[config.mk]
export PLATFORM = sky130hd
export DESIGN_NAME = imem_sync_loadable
export DESIGN_NICKNAME = d
export VERILOG_FILES = /design/src/rtl/imem_sync_loadable.sv
export SDC_FILE = /design/constraint.sdc
export NUM_CORES = 2
export LEC_CHECK = 0
export ABC_AREA = 1
export CAP_MARGIN = 30
export CORE_MARGIN = 5
export CORE_UTILIZATION = 50
export DETAILED_ROUTE_END_ITERATION = 12
export HOLD_SLACK_MARGIN = 0.1
export PLACE_DENSITY_LB_ADDON = 0.08
export RECOVER_POWER = 50
export SKIP_LAST_GASP = 1
export SLEW_MARGIN = 20
export SYNTH_ARGS = -nofsm -noshare
export SYNTH_HDL_FRONTEND = slang
export SYNTH_SLANG_ARGS = --single-unit
[constraint.sdc]
create_clock -name clk -period 5 [get_ports clk]
set_clock_uncertainty 0.1 [all_clocks]
set_input_delay 0.5 -clock clk [delete_from_list [all_inputs] [get_ports clk]]
set_output_delay 0.5 -clock clk [all_outputs]
set_load 0.1 [all_outputs]
[src/rtl/imem_sync_loadable.sv]
// Loadable big-endian instruction memory with 1-cycle registered fetch.
// Optional macro IMEM_PARITY_EN adds per-word even parity storage and checks.
module imem_sync_loadable #(
  parameter int          DEPTH_BYTES = 256,
  parameter int          ADDR_W      = 32,
  parameter int          CNT_W       = 16,
  parameter logic [31:0] NOP_WORD    = 32'h0000_0000
) (
  input  logic              clk,
  input  logic              rst,
  input  logic              fetch_en,
  input  logic [ADDR_W-1:0] fetch_addr,
  output logic [31:0]       instr,
  output logic              instr_valid,
  output logic              fetch_fault,
  output logic              fetch_busy,
  input  logic              ld_start,
  input  logic [ADDR_W-1:0] ld_base,
  input  logic [CNT_W-1:0]  ld_count,
  input  logic              ld_valid,
  output logic              ld_ready,
  input  logic [31:0]       ld_data,
  output logic              ld_done,
  output logic              ld_err
`ifdef IMEM_PARITY_EN
  ,
  output logic              parity_err,
  input  logic              parity_inject
`endif
);

  localparam int WORDS = DEPTH_BYTES / 4;
  localparam int IDX_W = $clog2(WORDS);
  localparam logic [ADDR_W-1:0] LAST = ADDR_W'(DEPTH_BYTES - 4);

  typedef enum logic {IDLE, LOAD} state_t;

  state_t state, state_nx;

  logic [31:0]       mem [WORDS];
  logic [ADDR_W-1:0] ptr;
  logic              ptr_ovf;
  logic [CNT_W-1:0]  remaining;
  logic [ADDR_W:0]   ptr_inc;

  logic fetch_ok, fetch_bad;
  logic start_ok, ld_acc, last_word;
  logic wr_ok, wr_en;
  logic [IDX_W-1:0] f_idx, w_idx;

  assign fetch_busy = (state == LOAD);
  assign ld_ready   = (state == LOAD);

  assign fetch_ok  = fetch_en && (state == IDLE);
  assign fetch_bad = (fetch_addr[1:0] != 2'b00) ||
                     (fetch_addr > LAST);
  assign f_idx     = fetch_addr[IDX_W+1:2];

  assign start_ok  = ld_start && (state == IDLE);
  assign ld_acc    = ld_valid && (state == LOAD);
  assign last_word = ld_acc && (remaining == CNT_W'(1));

  // A carry out of the pointer means the load ran past the address space.
  assign ptr_inc = {1'b0, ptr} + (ADDR_W+1)'(4);
  assign wr_ok   = !ptr_ovf && (ptr <= LAST);
  assign wr_en   = ld_acc && wr_ok;
  assign w_idx   = ptr[IDX_W+1:2];

  always_ff @(posedge clk or posedge rst) begin
    if (rst) state <= IDLE;
    else     state <= state_nx;
  end

  always_comb begin
    state_nx = state;
    unique case (state)
      IDLE: if (ld_start && (ld_count != '0)) state_nx = LOAD;
      LOAD: if (last_word) state_nx = IDLE;
      default: state_nx = IDLE;
    endcase
  end

  always_ff @(posedge clk) begin
    if (wr_en) mem[w_idx] <= ld_data;
  end

  always_ff @(posedge clk or posedge rst) begin
    if (rst) begin
      instr       <= '0;
      instr_valid <= 1'b0;
      fetch_fault <= 1'b0;
      ld_done     <= 1'b0;
      ld_err      <= 1'b0;
      ptr         <= '0;
      ptr_ovf     <= 1'b0;
      remaining   <= '0;
    end else begin
      instr_valid <= fetch_ok;
      if (fetch_ok) begin
        fetch_fault <= fetch_bad;
        instr       <= fetch_bad ? NOP_WORD : mem[f_idx];
      end
      ld_done <= (start_ok && (ld_count == '0)) || last_word;
      if (start_ok) begin
        ptr       <= {ld_base[ADDR_W-1:2], 2'b00};
        ptr_ovf   <= 1'b0;
        remaining <= ld_count;
        ld_err    <= (ld_base[1:0] != 2'b00);
      end else if (ld_acc) begin
        ptr       <= ptr_inc[ADDR_W-1:0];
        ptr_ovf   <= ptr_ovf | ptr_inc[ADDR_W];
        remaining <= remaining - CNT_W'(1);
        if (!wr_ok) ld_err <= 1'b1;
      end
    end
  end

`ifdef IMEM_PARITY_EN
  logic mem_par [WORDS];

  always_ff @(posedge clk) begin
    if (wr_en) mem_par[w_idx] <= (^ld_data) ^ parity_inject;
  end

  always_ff @(posedge clk or posedge rst) begin
    if (rst) begin
      parity_err <= 1'b0;
    end else if (fetch_ok) begin
      parity_err <= !fetch_bad &&
                    ((^mem[f_idx]) != mem_par[f_idx]);
    end
  end
`endif

endmodule
==> impl_metrics.sql <==
INSERT INTO impl_metrics (metric_group, metric, value, unit) VALUES
('logic_synthesis', 'synth_cell_type_count', '43', ''),
('route', 'vias_per_cell', '5.82', ''),
('placed_design', 'detailed_place_hpwl', '132000', 'um'),
('floorplan', 'dieArea', '181000', 'um2'),
('floorplan', 'initial_core_util', '0.503', ''),
('grt', 'use_met2', '0.423', ''),
('critical_path', 'timing.critical_path.cells', 'nor4_1, nand3_1, nor2_1, nand2_1, nor2_1, nand2_1, nor2_4, buf_4', ''),
('floorplan', 'rows', '152', ''),
('logic_synthesis', 'post_synth_instance_area', '86400', 'um2'),
('final_layout', 'design.final.nets', '7440', ''),
('run_status', 'status', 'finished, violations left', ''),
('logic_synthesis', 'synth_top_cell_by_area', 'edfxtp_1', ''),
('sta', 'report.final.setup_viol', '0', ''),
('placed_design', 'dp_slack', '0.863', 'ns'),
('sta', 'timing.final.hold_violations', '0', ''),
('grt', 'grtUsageMet3', '0.0536', ''),
('logic_synthesis', 'synthesis.nets', '7353', ''),
('logic_synthesis', 'area_fraction_of_the_dominant_cell_type_after_synthesis', '0.712', ''),
('final_layout', 'area.growth.synth_to_final', '12.7', '%'),
('critical_path', 'critPathRequiredTime', '5.43', 'ns'),
('final_layout', 'final_layout_size_suffix_gt1_frac', '0.0738', ''),
('power_and_ir_drop', 'total_power', '0.0384', 'W'),
('critical_path', 'kind_of_end_point_of_the_critical_path', 'flop', ''),
('grt', 'grt_antenna_before_repair', '15', ''),
('sta', 'fmaxAchievable', '0.241', 'GHz'),
('critical_path', 'critPathMaxStageDelay', '0.94', 'ns'),
('grt', 'grt_pass1_vias', '54600', ''),
('critical_path', 'setup.worst_path.start_class', 'flop', ''),
('route', 'drt_pre_antenna_iters', '6', ''),
('grt', 'wire_length_of_the_first_global_routing_pass', '367000', 'um'),
('grt', 'gr-max-usage-layer', 'met2', ''),
('route', 'ant_nets_after_route', '0', ''),
('grt', 'grt_overflow_total', '0', ''),
('clock_network', 'cts_tree', 'yes', ''),
('sta', 'finalCriticalPeriod', '4.15', 'ns'),
('logic_synthesis', 'synthesis.yosys.warnings', '0', ''),
('clock_network', 'clock_insertion_delay_worst_skew', '0.85', 'ns'),
('floorplan', 'core-area', '172000', 'um2'),
('final_layout', 'fin_util', '0.567', ''),
('sta', 'final-max-slew-violation-count', '2235', ''),
('floorplan', 'io_pins', '155', ''),
('clock_network', 'ctsLongestPathBuffers', '3', ''),
('placed_design', 'io_buffers', '154', ''),
('route', 'total_vias_in_the_final_route', '57100', ''),
('clock_network', 'cts_htree_levels', '4', ''),
('sta', 'timing.slew.headroom', '-1.46', ''),
('floorplan', 'die_h', '426', 'um'),
('clock_network', 'cts_buffers', '213', ''),
('power_and_ir_drop', 'vdd_drop_max', '0.403', 'mV'),
('clock_network', 'number_of_resized_instances_in_the_post_cts_repair_step', '0', ''),
('run_status', 'failed_checks', 'max-capacitance violations, max-slew violations', ''),
('placed_design', 'place_congestion', '0.865', ''),
('critical_path', 'crit_slowest_cell', 'nor2_4', ''),
('clock_network', 'root_buffer', 'clkbuf_16', ''),
('critical_path', 'crit_arrival', '4.58', 'ns'),
('route', 'wl_per_cell', '25.5', 'um'),
('logic_synthesis', 'post_synth_inst_count', '7233', ''),
('route', 'post-route-drc-count', '0', ''),
('grt', 'grt_usage', '0.274', ''),
('logic_synthesis', 'post_synthesis_sequential_area_ratio', '0.736', ''),
('floorplan', 'die_x', '426', 'um'),
('run', 'maxCapViolations', '37', ''),
('clock_network', 'postCtsSetupRepairBufs', '0', ''),
('clock_network', 'hold_fix_buffer_count_after_cts', '4', ''),
('route', 'routed_wl', '250000', 'um'),
('critical_path', 'kind_of_cell_adding_the_most_delay_to_the_critical_path', 'simple AND/OR/NAND/NOR gates', ''),
('critical_path', 'worst-path-max-fanout', '17', ''),
('critical_path', 'critPathKind', 'reg -> reg', ''),
('logic_synthesis', 'synth.area.top_cells', 'edfxtp_1 (71%), nand3_1 (12%), nand2_1 (9.8%)', ''),
('sta', 'setup_tns', '0', 'ns'),
('grt', 'global_route.usage.met1', '0.395', '');
[per-layer routing]
layer | up-vias | part of all wire
met2 | 2343 | 0.46
met1 | 28400 | 0.42
met4 | 0 | 0.031
met5 | - | 0
met3 | 389 | 0.086
li1 | 26000 | -
[kinds of logic (layout without fill, tap and decap cells)]
| group | after synthesis | after routing | synth area share |
|---|---|---|---|
| AO/OA/AOI/OAI | 72 | 72 | 0.00539 |
| XOR/XNOR | 17 | 17 | 0.00172 |
| adder cells (fa/ha/maj) | 3 | 3 | 0.000435 |
| buffers and inverters | 531 | 791 | 0.0301 |
| flip-flops | 2132 | 2132 | 0.736 |
| other | 0 | 1 | 0 |
| AND/OR/NAND/NOR | 4478 | 4478 | 0.226 |
[power breakdown]
group	leakage (nW)	total [W]	switching, W	internal, W
Clock	3.25	0.0155	0.00670	0.00875
Sequential	19.5	0.0200	0.000203	0.0198
Combinational	11.3	0.00298	0.00221	0.000769
[Yosys cell counts]
cell / n
a21oi_1: 5
a22o_1: 1
a22oi_1: 1
a31oi_1: 1
a32o_1: 1
a41oi_1: 1
and2_1: 1
buf_1: 68
buf_2: 229
buf_4: 70
buf_6: 7
clkbuf_1: 92
dfrtp_1: 84
edfxtp_1: 2048
ha_1: 3
inv_1: 60
inv_2: 4
inv_4: 1
nand2_1: 2262
nand2_2: 1
nand3_1: 2045
nand3_2: 1
nand3_4: 1
nand3b_1: 2
nand4_1: 10
nor2_1: 124
nor2_2: 1
nor2_4: 4
nor3_1: 11
nor3_2: 2
nor3b_1: 1
nor4_1: 10
o211ai_1: 14
o21ai_0: 26
o21ai_1: 3
o21bai_1: 1
o221ai_1: 10
o22ai_1: 5
o31ai_1: 3
or2_2: 1
or3_1: 1
xnor2_1: 3
xor2_1: 14
[metrics by stage]
stage          instances  cell area [um2]
3_3_place_gp        9408            90700
3_5_place_dp        9409            90700
5_1_grt             9803            97300
6_report            9804            97300
4_1_cts             9801            97400
2_1_floorplan       7233            86400
[state kept, by name, summed over array words and instances (netlist names)]
register	flops
remaining	16
mem	2048
ptr	30
fetch_busy	1
fetch_fault	1
instr_valid	1
ld_err	1
instr	32
ld_done	1
ptr_ovf	1
[final timing paths]
kind / from / to / slack, ns / cells past startpoint
setup reg to reg: ptr[27] / mem[61][22] / 0.85 / 8
min in group asynchronous: rst / remaining[9] / 1.35 / 3
hold / removal: ld_base[14] / ptr[14] / 0.16 / 3
hold reg to reg: instr[0] / instr[0] / 0.38 / 2
setup / recovery: ptr[27] / mem[61][22] / 0.85 / 8
max in group asynchronous: rst / ptr[15] / 1.66 / 4
[cell usage in the layout, fill, tap and decap left out, drive strengths merged, types with 10 or more instances in the layout]
cell type      synthesis  layout
buf                  374     184
bufinv                 0      15
clkbuf                92     312
clkdlybuf4s50          0     110
clkinv                 0      88
dfrtp                 84      84
edfxtp              2048    2048
inv                   65      70
nand2               2263    2263
nand3               2047    2047
nand4                 10      10
nor2                 129     129
nor3                  13      13
nor4                  10      10
o211ai                14      14
o21ai                 29      29
o221ai                10      10
xor2                  14      14
[final cells by class]
class	instances	area, um2
well taps	2310	2890
fillers	14100	74400
multi-input cells	4570	20700
inverters	65	282
repair buffers	338	3210
diodes	1	2.50
clock inverters	115	981
clock buffers	273	5680
flip-flops and latches	2132	63600
[worst register-to-register path, cell delays in order (launching register included)]
cell and delay, ns:
dfrtp_1 0.46, nor4_1 0.42, nand3_1 0.16, nor2_1 0.24, nand2_1 0.30, nor2_1 0.31
nand2_1 0.58, nor2_4 0.94, buf_4 0.35
Note: power is estimated with default switching activity, not from simulation.
